<file path="config.mk">
export PLATFORM = sky130hd
export DESIGN_NAME = imem_port_arbiter
export DESIGN_NICKNAME = d
export VERILOG_FILES = /design/src/rtl/imem_port_arbiter.sv
export SDC_FILE = /design/constraint.sdc
export NUM_CORES = 1
export LEC_CHECK = 0
export ABC_AREA = 1
export CORE_AREA = 4 4 96 98
export CTS_BUF_LIST = sky130_fd_sc_hd__clkbuf_2 sky130_fd_sc_hd__clkbuf_4 sky130_fd_sc_hd__clkbuf_8
export CTS_CLUSTER_SIZE = 25
export DETAILED_ROUTE_END_ITERATION = 7
export DIE_AREA = 0 0 100 102
export PLACE_DENSITY_LB_ADDON = 0.25
export SLEW_MARGIN = 20
export SYNTH_ARGS = -nofsm -noshare
export SYNTH_HDL_FRONTEND = slang
export SYNTH_SLANG_ARGS = --single-unit
</file>
<file path="constraint.sdc">
create_clock -name clk -period 3.7 [get_ports clk]
set_input_delay 0.555 -clock clk [delete_from_list [all_inputs] [get_ports clk]]
set_output_delay 0.555 -clock clk [all_outputs]
set_load 0.1 [all_outputs]
</file>
<file path="src/rtl/imem_port_arbiter.sv">
// Arbitrates the single-port instruction memory between the fetch stage and the
// loader/debug port. One access per cycle; read data returns tagged to its owner
// after RD_LAT cycles. Fetch is stalled while the loader holds the port, but is
// guaranteed a slot after MAX_LD consecutive loader grants.
module imem_port_arbiter #(
    parameter logic [31:0] BASE   = 32'h0000_3000,
    parameter int unsigned ADDR_W = 13,
    parameter int unsigned RD_LAT = 1,
    parameter int unsigned MAX_LD = 4
) (
    input  logic              clk,
    input  logic              clr,
    // fetch port
    input  logic              if_req,
    input  logic [31:0]       if_addr,
    output logic              if_gnt,
    output logic              if_stall,
    output logic              if_rvalid,
    output logic [31:0]       if_rdata,
    output logic              if_err,
    // loader / debug port
    input  logic              ld_req,
    input  logic [3:0]        ld_we,
    input  logic [31:0]       ld_addr,
    input  logic [31:0]       ld_wdata,
    output logic              ld_gnt,
    output logic              ld_rvalid,
    output logic [31:0]       ld_rdata,
    output logic              ld_err,
    // memory macro
    output logic              mem_en,
    output logic [3:0]        mem_we,
    output logic [ADDR_W-1:0] mem_addr,
    output logic [31:0]       mem_wdata,
    input  logic [31:0]       mem_rdata
);

    localparam int unsigned SW = $clog2(MAX_LD + 1);
    localparam logic [SW-1:0] STREAK_MAX = SW'(MAX_LD);

    logic [SW-1:0]     streak_q, streak_d;
    logic [RD_LAT-1:0] pv_q, pv_d;   // response valid per stage
    logic [RD_LAT-1:0] po_q, po_d;   // owner per stage: 1 = loader
    logic [RD_LAT-1:0] pe_q, pe_d;   // bad-address flag per stage

    logic        ld_take, if_take;
    logic [31:0] sel_addr, sel_off;
    logic        sel_ok;
    logic        push, push_owner;
    logic        out_v, out_o, out_e;

    // Arbitration: loader by default, fetch when idle loader or streak exhausted.
    always_comb begin
        ld_take  = clr && ld_req && !(if_req && (streak_q == STREAK_MAX));
        if_take  = clr && if_req && !ld_take;
        if_gnt   = if_take;
        ld_gnt   = ld_take;
        if_stall = clr && if_req && !if_take;
    end

    // Address decode of the winning requester and combinational memory drive.
    always_comb begin
        sel_addr = ld_take ? ld_addr : if_addr;
        sel_off  = sel_addr - BASE;
        // off < 4*DEPTH is the same as no bits set above the word-address field
        sel_ok   = (sel_off[1:0] == 2'b00) && ((sel_off >> (ADDR_W + 2)) == 32'd0);

        mem_en    = (ld_take || if_take) && sel_ok;
        mem_we    = (ld_take && sel_ok) ? ld_we : 4'b0000;
        mem_addr  = clr ? sel_off[ADDR_W+1:2] : '0;
        mem_wdata = clr ? ld_wdata : 32'h0;

        push       = if_take || (ld_take && (ld_we == 4'b0000));
        push_owner = ld_take;
    end

    // Streak: counts loader wins while fetch waits, saturating at MAX_LD.
    always_comb begin
        streak_d = streak_q;
        if (!if_req || if_take) begin
            streak_d = '0;
        end else if (ld_take && (streak_q != STREAK_MAX)) begin
            streak_d = streak_q + 1'b1;
        end
    end

    // Response pipeline shift: stage 0 takes the current grant.
    always_comb begin
        pv_d = (pv_q << 1) | RD_LAT'(push);
        po_d = (po_q << 1) | RD_LAT'(push_owner);
        pe_d = (pe_q << 1) | RD_LAT'(!sel_ok);
    end

    // State registers; reset drops every read in flight.
    always_ff @(posedge clk or negedge clr) begin
        if (!clr) begin
            streak_q <= '0;
            pv_q     <= '0;
            po_q     <= '0;
            pe_q     <= '0;
        end else begin
            streak_q <= streak_d;
            pv_q     <= pv_d;
            po_q     <= po_d;
            pe_q     <= pe_d;
        end
    end

    // Steer the oldest stage to its owner; data is zeroed when absent or bad.
    always_comb begin
        out_v     = pv_q[RD_LAT-1];
        out_o     = po_q[RD_LAT-1];
        out_e     = pe_q[RD_LAT-1];
        if_rvalid = out_v && !out_o;
        ld_rvalid = out_v && out_o;
        if_err    = if_rvalid && out_e;
        if_rdata  = (if_rvalid && !out_e) ? mem_rdata : 32'h0;
        ld_rdata  = (ld_rvalid && !out_e) ? mem_rdata : 32'h0;
        // write errors are flagged in the grant cycle since writes never respond
        ld_err    = (ld_rvalid && out_e) ||
                    (ld_take && (ld_we != 4'b0000) && !sel_ok);
    end

endmodule

</file>
==> results.toml <==
[run_status]
outcome = "finished, final reports clean"

[routing]
viasPerCell = 4.38
wl_um = 10900
wl_per_cell_um = 12.9
vias = 3699
drcViolationCount = 0
drt-pass1-iter-count = 4
drt-initial-drc-count = 110
drtAntennaViolNets = 0

[layout]
design_area_sq_um = 5150
drive_above_1_share_pct = 26.4
final_cells = 844
fill_cells = 786
area_growth_pct = 129
num-nets-final = 877
utilization_pct = 60.8
diodes = 0

[synthesis]
ys_ff_latch = 6
yosys.area_share.simple_pct = 64.7
yosys.area_share.adder_pct = 1.67
ys_async_sr_fraction_pct = 100
synth_compound_area_share_pct = 3.22
avgSynthCellArea_sq_um = 4.71
synth_commonest_cells = "nand2_1 (154), inv_1 (101), nor2_1 (93)"
synth_most_common_cell = "nand2_1"
synth_xor_area_share_pct = 0.389
synth_area_sq_um = 2250
yosys-top-cells-area = "nand2_1 (26%), inv_1 (17%), nor2_1 (16%)"
synth_ff_type = "dfrtp_1"
yosysSeqAreaShare_pct = 6.67
synth_top_cell_area_share_pct = 25.7
ys_warn_count = 0
syn-num-nets = 617
synth_edf_count = 0
synth_top_family_by_area = "simple AND/OR/NAND/NOR gates"
syn_inst = 478
synth_area_leader_cell = "nand2_1"
synth_mux_area_share_pct = 0
yosysUniqueCellTypes = 30

[global_routing]
grt_overflow = 0
grt_pass1_wl_um = 15700
antenna_found_initial = 0
grt_max_degree = 52
grt_util_all_layers_pct = 18.7
grt_pass1_vias = 3392

[critical_path]
reg2reg_from = "streak_q[0]"
cp_data_arrival_time_ns = 2.91
critPathMaxFanout = 7
reg2regPathDepth = 17
worstSetupStartpointType = "flop"
cp-end-kind = "primary output"
path_class = "reg -> out"
crit_required_ns = 3.14
timing.rr.end = "out_e"
reg2reg_slack_ns = 1.31

[power_and_ir_drop]
p_int_mw = 0.410
ir_worst_vdd_v = 0.000157
p_clk_share_pct = 11.0
switching_share_pct = 53.5
seq_power_share_pct = 7.9
pwr-share-comb_pct = 81.1
powerDensity_nw_per_um2 = 172
leakagePower_nw = 2.92
p_sw_mw = 0.473

[placement]
port_buffers = 256
dpl-instance-area_sq_um = 4910
place_inst = 836
place_congestion = 0.881
place.detailed.hpwl_um = 9440

[die]
std_cell_rows = 34
start_util_pct = 26.6
die-area_sq_um = 10200
core_region_area_sq_um = 8470
die_w_um = 100
die_h_um = 102
ios = 257

[clock_tree]
cts.path.max_buffers = 2
h-tree-depth = 1
cts-root-buf = "clkbuf_8"
clkTransAtPathRegs_ns = 0.04
clkLatencyLatePin_ns = 0.22
cts_sinks = 6
cts_tree = "built"
cts_buffers = 3

[timing]
worst_pin_slew_ns = 1.00
rsz0062_at_grt = "false"
drv_slew = 0
slew_headroom_pct = 33.0
final-hold-violation-count = 0
setup-violations-final = 0
fin_crit_ns = 3.46
clock.fmax_mhz = 289
clock_skew_ns = 0.00379
finalCritPeriodShare_pct = 93.6
holdWs_ns = 0.464

[hold_path]
min_path_type = "in -> async"

[job]
cap_violations = 0
metrics by stage:
stage / setup TNS, ns / setup slack, ns / power [mW]
floorplan: -0.636 / -0.159 / 0.479
global placement: -0.0278 / -0.00906 / 0.764
detailed placement: -0.0339 / -0.0236 / 0.768
CTS: 0 / 0.00470 / 0.874
global route: 0 / 0.00102 / 0.932
finish: 0 / 0.236 / 0.884
power groups by stage:
| stage | sequential (mW) | combinational [mW] | clock [mW] |
|---|---|---|---|
| 2_1_floorplan | 0.0704 | 0.408 | 0 |
| 3_3_place_gp | 0.0706 | 0.693 | 0 |
| 3_5_place_dp | 0.0706 | 0.697 | 0 |
| 4_1_cts | 0.0698 | 0.704 | 0.0996 |
| 5_1_grt | 0.0703 | 0.759 | 0.102 |
| 6_report | 0.0699 | 0.716 | 0.0974 |
cell usage in the layout (no fill, tap or decap), types with 8 or more instances in the layout:
cell,n
inv_1,101
nor2_2,20
buf_4,111
nand2_1,147
clkdlybuf4s50_1,135
nand3b_1,8
nor2_1,78
nand2_2,12
nand3_1,45
buf_12,22
kinds of logic (layout without fill, tap and decap cells):
family / Yosys count / in the layout
buf+inv: 125 / 382
simple gates: 330 / 331
flops: 6 / 6
fa+ha+maj: 3 / 3
xor+xnor: 1 / 1
compound gates: 13 / 13
final cells by class:
class                   instances  area [sq um]  area share [%]
clock buffers                   3          41.3           0.802
inverters                     104           400            7.78
multi-input cells             348          1720            33.3
flip-flops and latches          6           150            2.92
well taps                     108           135            2.63
repair buffers                275          2700            52.5
how the worst max path moves through the flow:
stage           startpoint   endpoint  depth (start not counted)
3_3_place_gp        if_req  mem_we[3]                         14
6_report       streak_q[0]  mem_we[0]                         19
5_1_grt        streak_q[1]  mem_we[0]                         19
4_1_cts             if_req  mem_we[3]                         16
2_1_floorplan          clr  mem_we[0]                         17
3_5_place_dp        ld_req  mem_we[2]                         15
worst max-delay path, stage by stage, from the launching register on:
cell and delay [ns]:
dfrtp_1 0.38, inv_1 0.12, ha_4 0.15, nand3_4 0.15, nand2_8 0.13, nand2_1 0.07, nand2_2 0.11, ha_4 0.16
inv_1 0.06, nand2_2 0.09, nor2_1 0.05, nor2_1 0.10, nand2_1 0.05, nor2_1 0.09, nand3_1 0.10, nor2_2 0.16
nand4_4 0.13, buf_6 0.16, nor3_4 0.22, buf_12 0.20
what timing repair did:
item / in CTS / in global routing
cloned: 0 / 1
gates resized for setup: 9 / 31
pin swaps: 3 / 10
hold buffers: 0 / 0
setup buffers: 2 / 2
endpoints found under the hold margin: 0 / 0
setup endpoints to repair: 4 / 6
per-layer routing:
metal  routed length [um]  vias to the layer above  track usage, %
met2                 5730                      162            37.5
met5                    0                        -               0
met3                 1240                       10            6.14
met1                 3750                     1607            18.9
met4                  176                        0            3.63
li1                     -                     1920               -
state kept, by name (all words and copies together), names as in the netlist:
| register | count |
|---|---|
| out_e | 1 |
| out_v | 1 |
| out_o | 1 |
| streak_q | 3 |
Note: power is estimated with default switching activity, not from simulation.
